**src/rtl/sel_pipe_mux.sv**
```systemverilog
// Registered N-input select mux with an output register plus a 1-entry skid buffer.
// Define SEL_PIPE_MUX_ERR_CNT_EN to add the saturating illegal-select counter port err_cnt.
module sel_pipe_mux #(
    parameter int WIDTH  = 32,
    parameter int NUM_IN = 3,
    parameter int SEL_W  = 2
) (
    input  logic                    clk,
    input  logic                    rst_n,
    input  logic [WIDTH*NUM_IN-1:0] data_in,
    input  logic [SEL_W-1:0]        ctrl,
    input  logic                    in_valid,
    output logic                    in_ready,
    output logic [WIDTH-1:0]        data_out,
    output logic                    out_valid,
    input  logic                    out_ready,
    output logic                    sel_err,
    input  logic                    err_clr
`ifdef SEL_PIPE_MUX_ERR_CNT_EN
    ,
    output logic [7:0]              err_cnt
`endif
);

    typedef enum logic [1:0] {
        ST_EMPTY = 2'd0,
        ST_ONE   = 2'd1,
        ST_FULL  = 2'd2
    } state_e;

    state_e           state_q, state_d;
    logic [WIDTH-1:0] out_q, out_d;
    logic [WIDTH-1:0] skid_q, skid_d;
    logic             in_ready_q, in_ready_d;
    logic             sel_err_q, sel_err_d;

    logic [WIDTH-1:0] sel_data;
    logic             sel_legal;
    logic             accept;
    logic             drain;
    logic             err_set;

    // An out-of-range ctrl matches no input, leaving the zero default and sel_legal=0.
    always_comb begin
        // NOTE: every variable assigned in always_comb gets a default first so no latch is inferred.
        sel_data  = '0;
        sel_legal = 1'b0;
        for (int k = 0; k < NUM_IN; k++) begin
            if (ctrl == SEL_W'(k)) begin
                sel_data  = data_in[k*WIDTH +: WIDTH];
                sel_legal = 1'b1;
            end
        end
    end

    assign accept  = in_valid && in_ready_q;
    assign drain   = out_valid && out_ready;
    assign err_set = accept && !sel_legal;

    always_comb begin
        state_d = state_q;
        out_d   = out_q;
        skid_d  = skid_q;
        unique case (state_q)
            ST_EMPTY: begin
                if (accept) begin
                    out_d   = sel_data;
                    state_d = ST_ONE;
                end
            end
            ST_ONE: begin
                if (accept && drain) begin
                    out_d = sel_data;
                end else if (accept) begin
                    skid_d  = sel_data;
                    state_d = ST_FULL;
                end else if (drain) begin
                    state_d = ST_EMPTY;
                end
            end
            ST_FULL: begin
                // in_ready is low here, so only a drain can occur.
                if (drain) begin
                    out_d   = skid_q;
                    state_d = ST_ONE;
                end
            end
            default: state_d = ST_EMPTY;
        endcase
        // Registered ready looks ahead at the next state, so it never depends on out_ready combinationally.
        in_ready_d = (state_d != ST_FULL);
        sel_err_d  = err_set || (sel_err_q && !err_clr);
    end

    // NOTE: sequential state uses non-blocking assignments only; blocking would race with other flops.
    always_ff @(posedge clk or negedge rst_n) begin
        if (!rst_n) begin
            state_q    <= ST_EMPTY;
            out_q      <= '0;
            // NOTE: the skid register is reset too, so no stale data survives a mid-transfer reset.
            skid_q     <= '0;
            in_ready_q <= 1'b0;
            sel_err_q  <= 1'b0;
        end else begin
            state_q    <= state_d;
            out_q      <= out_d;
            skid_q     <= skid_d;
            in_ready_q <= in_ready_d;
            sel_err_q  <= sel_err_d;
        end
    end

    assign in_ready  = in_ready_q;
    assign out_valid = (state_q != ST_EMPTY);
    assign data_out  = out_q;
    assign sel_err   = sel_err_q;

`ifdef SEL_PIPE_MUX_ERR_CNT_EN
    logic [7:0] err_cnt_q, err_cnt_d;

    // A new illegal beat wins over err_clr, restarting the count at 1.
    always_comb begin
        err_cnt_d = err_cnt_q;
        if (err_set) begin
            if (err_clr)
                err_cnt_d = 8'd1;
            else if (err_cnt_q != 8'hFF)
                err_cnt_d = err_cnt_q + 8'd1;
        end else if (err_clr) begin
            err_cnt_d = 8'd0;
        end
    end

    always_ff @(posedge clk or negedge rst_n) begin
        if (!rst_n)
            err_cnt_q <= 8'd0;
        else
            err_cnt_q <= err_cnt_d;
    end

    assign err_cnt = err_cnt_q;
`endif

endmodule

```
**config.mk**
```make
export PLATFORM = sky130hd
export DESIGN_NAME = sel_pipe_mux
export DESIGN_NICKNAME = d
export VERILOG_FILES = /design/src/rtl/sel_pipe_mux.sv
export SDC_FILE = /design/constraint.sdc
export NUM_CORES = 1
export LEC_CHECK = 0
export CAP_MARGIN = 5
export CORE_ASPECT_RATIO = 1.2
export CORE_MARGIN = 2
export CORE_UTILIZATION = 49
export DETAILED_ROUTE_END_ITERATION = 12
export PLACE_DENSITY = 0.87
export SLEW_MARGIN = 0
export SYNTH_ARGS = -nofsm -noshare
export SYNTH_HDL_FRONTEND = slang
export SYNTH_SLANG_ARGS = --single-unit
```
**constraint.sdc**
```tcl
create_clock -name clk -period 2.4 [get_ports clk]
set_input_delay 0.48 -clock clk [delete_from_list [all_inputs] [get_ports clk]]
set_output_delay 0.48 -clock clk [all_outputs]
set_load 0.1 [all_outputs]
```
==> results of run 1 <==
-- power by group --
group / total [W] / internal [W] / switching, W
sequential: 0.00195 / 0.00167 / 0.000285
combinational: 0.00395 / 0.00134 / 0.00260
clock: 0.000817 / 0.000423 / 0.000394
total: 0.00672 / 0.00343 / 0.00328
-- routing by layer --
metal  wire (microns)  share of wire
met1             3630           0.41
met2             4440           0.50
met3              592          0.067
met4              162          0.018
met5                0              0
-- logic make-up after synthesis --
| family | count (synthesis) | synth area share |
|---|---|---|
| flip-flops | 68 | 0.450 |
| multiplexers | 129 | 0.393 |
| AND/OR/NAND/NOR | 11 | 0.0222 |
| buffers and inverters | 30 | 0.0533 |
| AO/OA/AOI/OAI | 36 | 0.0814 |
-- state kept, by name, indices dropped and copies added, names as in the netlist --
register  cells
state_q       2
data_out     32
in_ready      1
skid_q       32
sel_err       1
-- area by class of cell --
type,instances,area (sq um),share of cell area
well taps,92,115,0.0217
repair buffers,147,1400,0.265
clock inverters,2,10.0,0.00189
inverters,7,26.3,0.00496
clock buffers,13,159,0.0300
flip-flops and latches,68,1700,0.321
multi-input cells,176,1880,0.355
-- placed cells by master (no fill, tap or decap), drive strengths merged, types with 2 or more instances in the layout --
cell,instances
nor2b,2
buf,47
mux2,81
clkdlybuf4s50,100
o2bb2ai,27
dfrtp,68
a2bb2oi,5
nand2,3
mux2i,48
clkbuf,13
o22ai,2
clkinv,2
inv,7
-- through the flow --
| stage | power (W) | cells | hold WS (ns) | worst slack [ns] |
|---|---|---|---|---|
| global placement | 0.00583 | 490 | 0.485 | -0.0702 |
| global route | 0.00702 | 505 | 0.319 | 0.100 |
| CTS | 0.00678 | 505 | 0.287 | 0.210 |
| finish | 0.00672 | 505 | 0.253 | 0.209 |
| detailed placement | 0.00595 | 490 | 0.492 | -0.150 |
| floorplan | 0.00506 | 274 | 0.184 | 0.156 |
-- path summary, 6_finish.rpt --
path | startpoint | endpoint | slack [ns]
setup / recovery | ctrl[1] | skid_q[5]$_DFFE_PN0P_ | 0.21
min in group clk | skid_q[10]$_DFFE_PN0P_ | skid_q[10]$_DFFE_PN0P_ | 0.50
hold reg to reg | skid_q[10]$_DFFE_PN0P_ | skid_q[10]$_DFFE_PN0P_ | 0.50
max in group asynchronous | rst_n | skid_q[19]$_DFFE_PN0P_ | 1.56
setup reg to reg | state_q[0]$_DFF_PN0_ | data_out[11]$_DFFE_PN0P_ | 0.69
hold / removal | rst_n | data_out[6]$_DFFE_PN0P_ | 0.25
==> load_flow_metrics.sql, run 1 <==
INSERT INTO impl_metrics (metric_group, metric, value, unit) VALUES
('status', 'run_status', 'finished clean', ''),
('critical_path', 'worst_ep_arrival_time', '2.47', 'ns'),
('placement', 'placement.io_buffers', '137', ''),
('routing', 'ant_nets', '0', ''),
('critical_path', 'cells_along_the_critical_path', 'clkdlybuf4s50_1, nor2b_2, buf_4, o2bb2ai_1, mux2_2', ''),
('sta', 'slew_headroom', '0.245', ''),
('synth', 'synth_edf_count', '0', ''),
('global_routing', 'number_of_antenna_violations_at_the_first_check_in_global_routing', '0', ''),
('finish', 'nFillCells', '578', ''),
('synth', 'syn_avg_cell_area', '13.8', 'sq um'),
('sta', 'final_min_period_over_clock_period', '0.913', ''),
('sta', 'fmax', '456', 'MHz'),
('synth', 'synth.most_common_cell', 'sky130_fd_sc_hd__dfrtp_1', ''),
('cts', 'ctsRootBufferMaster', 'sky130_fd_sc_hd__clkbuf_8', ''),
('sta', 'finalSetupViolations', '0', ''),
('cts', 'tritoncts_clock_tree', 'built', ''),
('global_routing', 'grt_use_met3', '0.0485', ''),
('cts', 'worstSkewPairLatency', '0.33', 'ns'),
('critical_path', 'worst_ep_required_time', '2.68', 'ns'),
('synth', 'primary_ff_master_synth', 'sky130_fd_sc_hd__dfrtp_1', ''),
('worst_hold_path', 'holdCritPathClass', 'in -> async', ''),
('die', 'rows', '35', ''),
('finish', 'area_growth_syn_to_layout', '40.0', '%'),
('flow_run', 'cap_violations', '0', ''),
('pwr', 'power.leakage', '2.47', 'nW'),
('cts', 'path_clk_slew', '0.07', 'ns'),
('synth', 'netlist_top_cells_count', '68 x sky130_fd_sc_hd__dfrtp_1, 56 x sky130_fd_sc_hd__mux2_2, 48 x sky130_fd_sc_hd__mux2i_1', ''),
('critical_path', 'endpoint_kind', 'flip-flop', ''),
('synth', 'synth_cell_type_count', '24', ''),
('synth', 'synth_top_cell_area_share', '0.450', ''),
('cts', 'clkSinkCount', '68', ''),
('sta', 'finalHoldViolCount', '0', ''),
('critical_path', 'critical_path.max_fanout', '24', ''),
('cts', 'cts-resized-gates', '0', ''),
('global_routing', 'grt_util_met1', '0.248', ''),
('global_routing', 'grt_start_max_net_pins', '69', ''),
('placement', 'post-dp-hpwl', '6.23', 'mm'),
('global_routing', 'global_route.usage.met2', '0.381', ''),
('die', 'start_util', '0.499', ''),
('finish', 'final_util', '0.699', ''),
('placement', 'gpl.final_weighted_congestion', '0.738', ''),
('sta', 'slew_at_the_pin_with_the_worst_max_slew_slack', '1.13', 'ns'),
('die', 'pin_count', '138', ''),
('synth', 'mappedNetlistArea', '3780', 'sq um'),
('synth', 'netlist_top_cells_area', 'sky130_fd_sc_hd__dfrtp_1 45%, sky130_fd_sc_hd__mux2_2 17%, sky130_fd_sc_hd__mux2i_1 13%', ''),
('critical_path', 'worstSetupPathDepth', '5', ''),
('global_routing', 'grt_usage', '0.213', ''),
('pwr', 'power_per_cell_area', '1270', 'nW/um^2'),
('finish', 'antenna_cells', '0', ''),
('global_routing', 'grt_peak_use_layer', 'met2', ''),
('synth', 'synth-warning-count', '0', ''),
('global_routing', 'grt_pass1_vias', '2893', ''),
('synth', 'ys_seq_area_frac', '0.450', ''),
('sta', 'final-max-slew-violation-count', '0', ''),
('sta', 'timing.clock.skew', '0.00641', 'ns'),
('routing', 'initialDrtViolationCount', '100', ''),
('die', 'die_area', '8440', 'sq um'),
('critical_path', 'critical_path.top_delay_family', 'simple AND/OR/NAND/NOR gates', ''),
('routing', 'drt_pass1_iterations', '4', ''),
('cts', 'cts.htree.levels', '3', ''),
('routing', 'totalWireLength', '8.82', 'mm'),
('sta', 'finalWorstPathRequiredPeriod', '2.19', 'ns'),
('finish', 'final_area', '5300', 'sq um'),
('critical_path', 'critical_path_class', 'in -> reg', ''),
('placement', 'post_dp_cell_area', '5130', 'sq um'),
('sta', 'grt_setup_unrepaired', 'no', ''),
('die', 'die-width', '84.2', 'microns'),
('cts', 'clk_path_buf_depth', '2', ''),
('critical_path', 'max_stage_delay', '0.90', 'ns'),
('routing', 'routed-via-count', '2725', ''),
('pwr', 'vdd_ir_drop_max', '0.689', 'mV');
No activity file was read; power rests on OpenSTA's default activity.
==> inputs of run 2 (changes only) <==
Settings changed: CELL_PAD_IN_SITES_DETAIL_PLACEMENT from default to 1, CELL_PAD_IN_SITES_GLOBAL_PLACEMENT from default to 2, CORE_UTILIZATION 49 to 31, PLACE_DENSITY 0.87 to default, PLACE_DENSITY_LB_ADDON from default to 0.1.
==> run 2 against run 1 <==
Cell count rose by 15%. Combinational power about the same. Non-clock buffer count rose by 4. Clock power is 52% higher. Global-route usage is 6.1 points lower. Sequential share of layout area decreased by 1.4 points. Worst setup slack better by 0.33 ns. Routed wire length is 8.6% higher. Die area is 55% higher. Flip-flop and latch count stayed put.
==> load_flow_metrics.sql, run 2 (synthesis results as in run 1) <==
INSERT INTO impl_metrics (metric_group, metric, value, unit) VALUES
('status', 'run_status', 'finished clean', ''),
('critical_path', 'worst_ep_required_time', '1.92', 'ns'),
('sta', 'fmax', '538', 'MHz'),
('global_routing', 'grt_usage', '0.152', ''),
('finish', 'layout.cells.most_common_list', '100 x sky130_fd_sc_hd__clkdlybuf4s50_1, 68 x sky130_fd_sc_hd__dfrtp_1, 56 x sky130_fd_sc_hd__mux2_2', ''),
('placement', 'placement.io_buffers', '137', ''),
('die', 'die-width', '105', 'microns'),
('global_routing', 'grt_start_max_net_pins', '40', ''),
('global_routing', 'number_of_antenna_violations_at_the_first_check_in_global_routing', '0', ''),
('cts', 'clk_path_buf_depth', '2', ''),
('critical_path', 'cells_along_the_critical_path', 'or2_2, buf_4', ''),
('pwr', 'vdd_ir_drop_max', '0.432', 'mV'),
('routing', 'totalWireLength', '9.58', 'mm'),
('critical_path', 'crit_start', 'state_q[1]$_DFF_PN0_', ''),
('cts', 'clock_buffers_created_by_tritoncts', '9', ''),
('critical_path', 'crit_buf_inv', '1', ''),
('sta', 'slew_headroom', '0.648', ''),
('critical_path', 'max_stage_delay', '0.48', 'ns'),
('cts', 'tritoncts_clock_tree', 'built', ''),
('sta', 'finalHoldViolCount', '0', ''),
('sta', 'slew_at_the_pin_with_the_worst_max_slew_slack', '0.528', 'ns'),
('sta', 'timing.clock.skew', '0.00692', 'ns'),
('pwr', 'power_per_cell_area', '1290', 'nW/um^2'),
('die', 'rows', '44', ''),
('cts', 'clkSinkCount', '68', ''),
('global_routing', 'gr-total-overflow', '0', ''),
('routing', 'route.detailed.vias_per_inst', '4.75', ''),
('critical_path', 'critical_path.max_fanout', '9', ''),
('routing', 'routed-via-count', '2752', ''),
('finish', 'final_common_cell', 'sky130_fd_sc_hd__clkdlybuf4s50_1', ''),
('finish', 'finish.cell_count_without_fillers', '579', ''),
('sta', 'final_min_period_over_clock_period', '0.774', ''),
('critical_path', 'reg2reg_slack', '0.70', 'ns'),
('sta', 'setup_total_negative_slack', '0', 'ns'),
('sta', 'hold_slack', '0.120', 'ns'),
('cts', 'ctsRootBufferMaster', 'sky130_fd_sc_hd__clkbuf_16', ''),
('sta', 'grt_setup_unrepaired', 'no', ''),
('placement', 'post-dp-hpwl', '7.15', 'mm'),
('critical_path', 'worst_ep_arrival_time', '1.38', 'ns'),
('placement', 'placed_cells_incl_taps', '563', ''),
('placement', 'gpl.final_weighted_congestion', '0.688', ''),
('critical_path', 'worst_setup_path_start_kind', 'flip-flop', ''),
('die', 'die_y', '125', 'microns'),
('critical_path', 'worst_r2r_startpoint', 'state_q[1]$_DFF_PN0_', ''),
('finish', 'area_growth_syn_to_layout', '46.6', '%'),
('critical_path', 'endpoint_kind', 'output port', ''),
('routing', 'ant_nets', '0', ''),
('critical_path', 'critical_path_class', 'reg -> out', ''),
('global_routing', 'grt_pass1_vias', '3008', ''),
('cts', 'path_clk_slew', '0.05', 'ns'),
('finish', 'antenna_cells', '0', ''),
('pwr', 'power.leakage', '2.55', 'nW'),
('finish', 'count_of_nets_after_finishing', '516', ''),
('routing', 'routed_wire_length_per_instance', '16.5', 'microns'),
('cts', 'number_of_buffers_added_to_fix_hold_violations_after_cts', '0', ''),
('routing', 'drc_errors', '0', ''),
('routing', 'drt_pass1_iterations', '3', ''),
('cts', 'cts-resized-gates', '0', ''),
('sta', 'final-max-slew-violation-count', '0', ''),
('critical_path', 'cpMaxStageDelayCell', 'sky130_fd_sc_hd__dfrtp_1', ''),
('global_routing', 'grt_pass1_wl', '15.6', 'mm'),
('die', 'pin_count', '138', ''),
('sta', 'finalWorstPathRequiredPeriod', '1.86', 'ns'),
('flow_run', 'cap_violations', '0', ''),
('cts', 'post_cts_buffers', '0', ''),
('critical_path', 'critical_path.top_delay_family', 'flip-flops', ''),
('finish', 'layout-drive-gt1-share', '0.361', ''),
('sta', 'finalSetupViolations', '0', ''),
('routing', 'initialDrtViolationCount', '48', ''),
('cts', 'cts.htree.levels', '3', ''),
('cts', 'worstSkewPairLatency', '0.33', 'ns'),
('critical_path', 'worstRegToRegCells', '3', ''),
('die', 'floorplan.core_area', '12000', 'sq um'),
('critical_path', 'worstReg2RegEnd', 'data_out[22]$_DFFE_PN0P_', ''),
('worst_hold_path', 'holdCritPathClass', 'in -> async', ''),
('die', 'die_area', '13100', 'sq um'),
('die', 'start_util', '0.315', '');
==> run 2: cell count changes in the layout (fill, tap and decap cells not counted), sizes merged <==
cell | previous run | this run
buf | 47 | 51
clkbuf | 13 | 15
clkinv | 2 | 1
==> run 2: per-stage QoR <==
stage | setup WS [ns] | utilization | instance area [sq um] | total power [W]
floorplan | 0.156 | - | 3780 | 0.00506
global placement | 0.207 | 0.438 | 5260 | 0.00590
detailed placement | 0.196 | 0.438 | 5260 | 0.00599
CTS | 0.525 | 0.462 | 5540 | 0.00726
global route | 0.490 | 0.462 | 5540 | 0.00750
finish | 0.542 | 0.462 | 5540 | 0.00716
==> run 2: area by class of cell <==
cell class	instances	area (sq um)
Inverter	7	26.3
Clock buffer	15	278
Clock inverter	1	5.00
Multi-Input combinational cell	176	1890
Timing Repair Buffer	151	1440
Sequential cell	68	1700
Tap cell	161	201
Fill cell	1307	6460
==> run 2: power breakdown <==
part | total, W | switching [W] | leakage, nW | internal [W]
Combinational | 0.00397 | 0.00262 | 1.57 | 0.00135
Clock | 0.00124 | 0.000461 | 0.140 | 0.000783
Sequential | 0.00195 | 0.000277 | 0.843 | 0.00167
==> run 2: how the worst max path moves through the flow <==
stage	end	cells after the start
6_report	out_valid	2
5_1_grt	out_valid	2
4_1_cts	out_valid	2
3_5_place_dp	data_out[22]$_DFFE_PN0P_	5
3_3_place_gp	data_out[16]$_DFFE_PN0P_	5
2_1_floorplan	data_out[0]$_DFFE_PN0P_	5
==> run 2: worst reg2reg max path: cells and delay by family (launching register included) <==
kind | cells | cell delay, ns
AND/OR/NAND/NOR | 1 | 0.59
flip-flops | 1 | 0.48
multiplexers | 1 | 0.31
buffers and inverters | 1 | 0.20
==> run 2: layer usage <==
metal	routed length, microns	global-route usage
met2	4750	0.261
met4	141	0.0494
met5	0	0
met3	654	0.0501
met1	4040	0.179
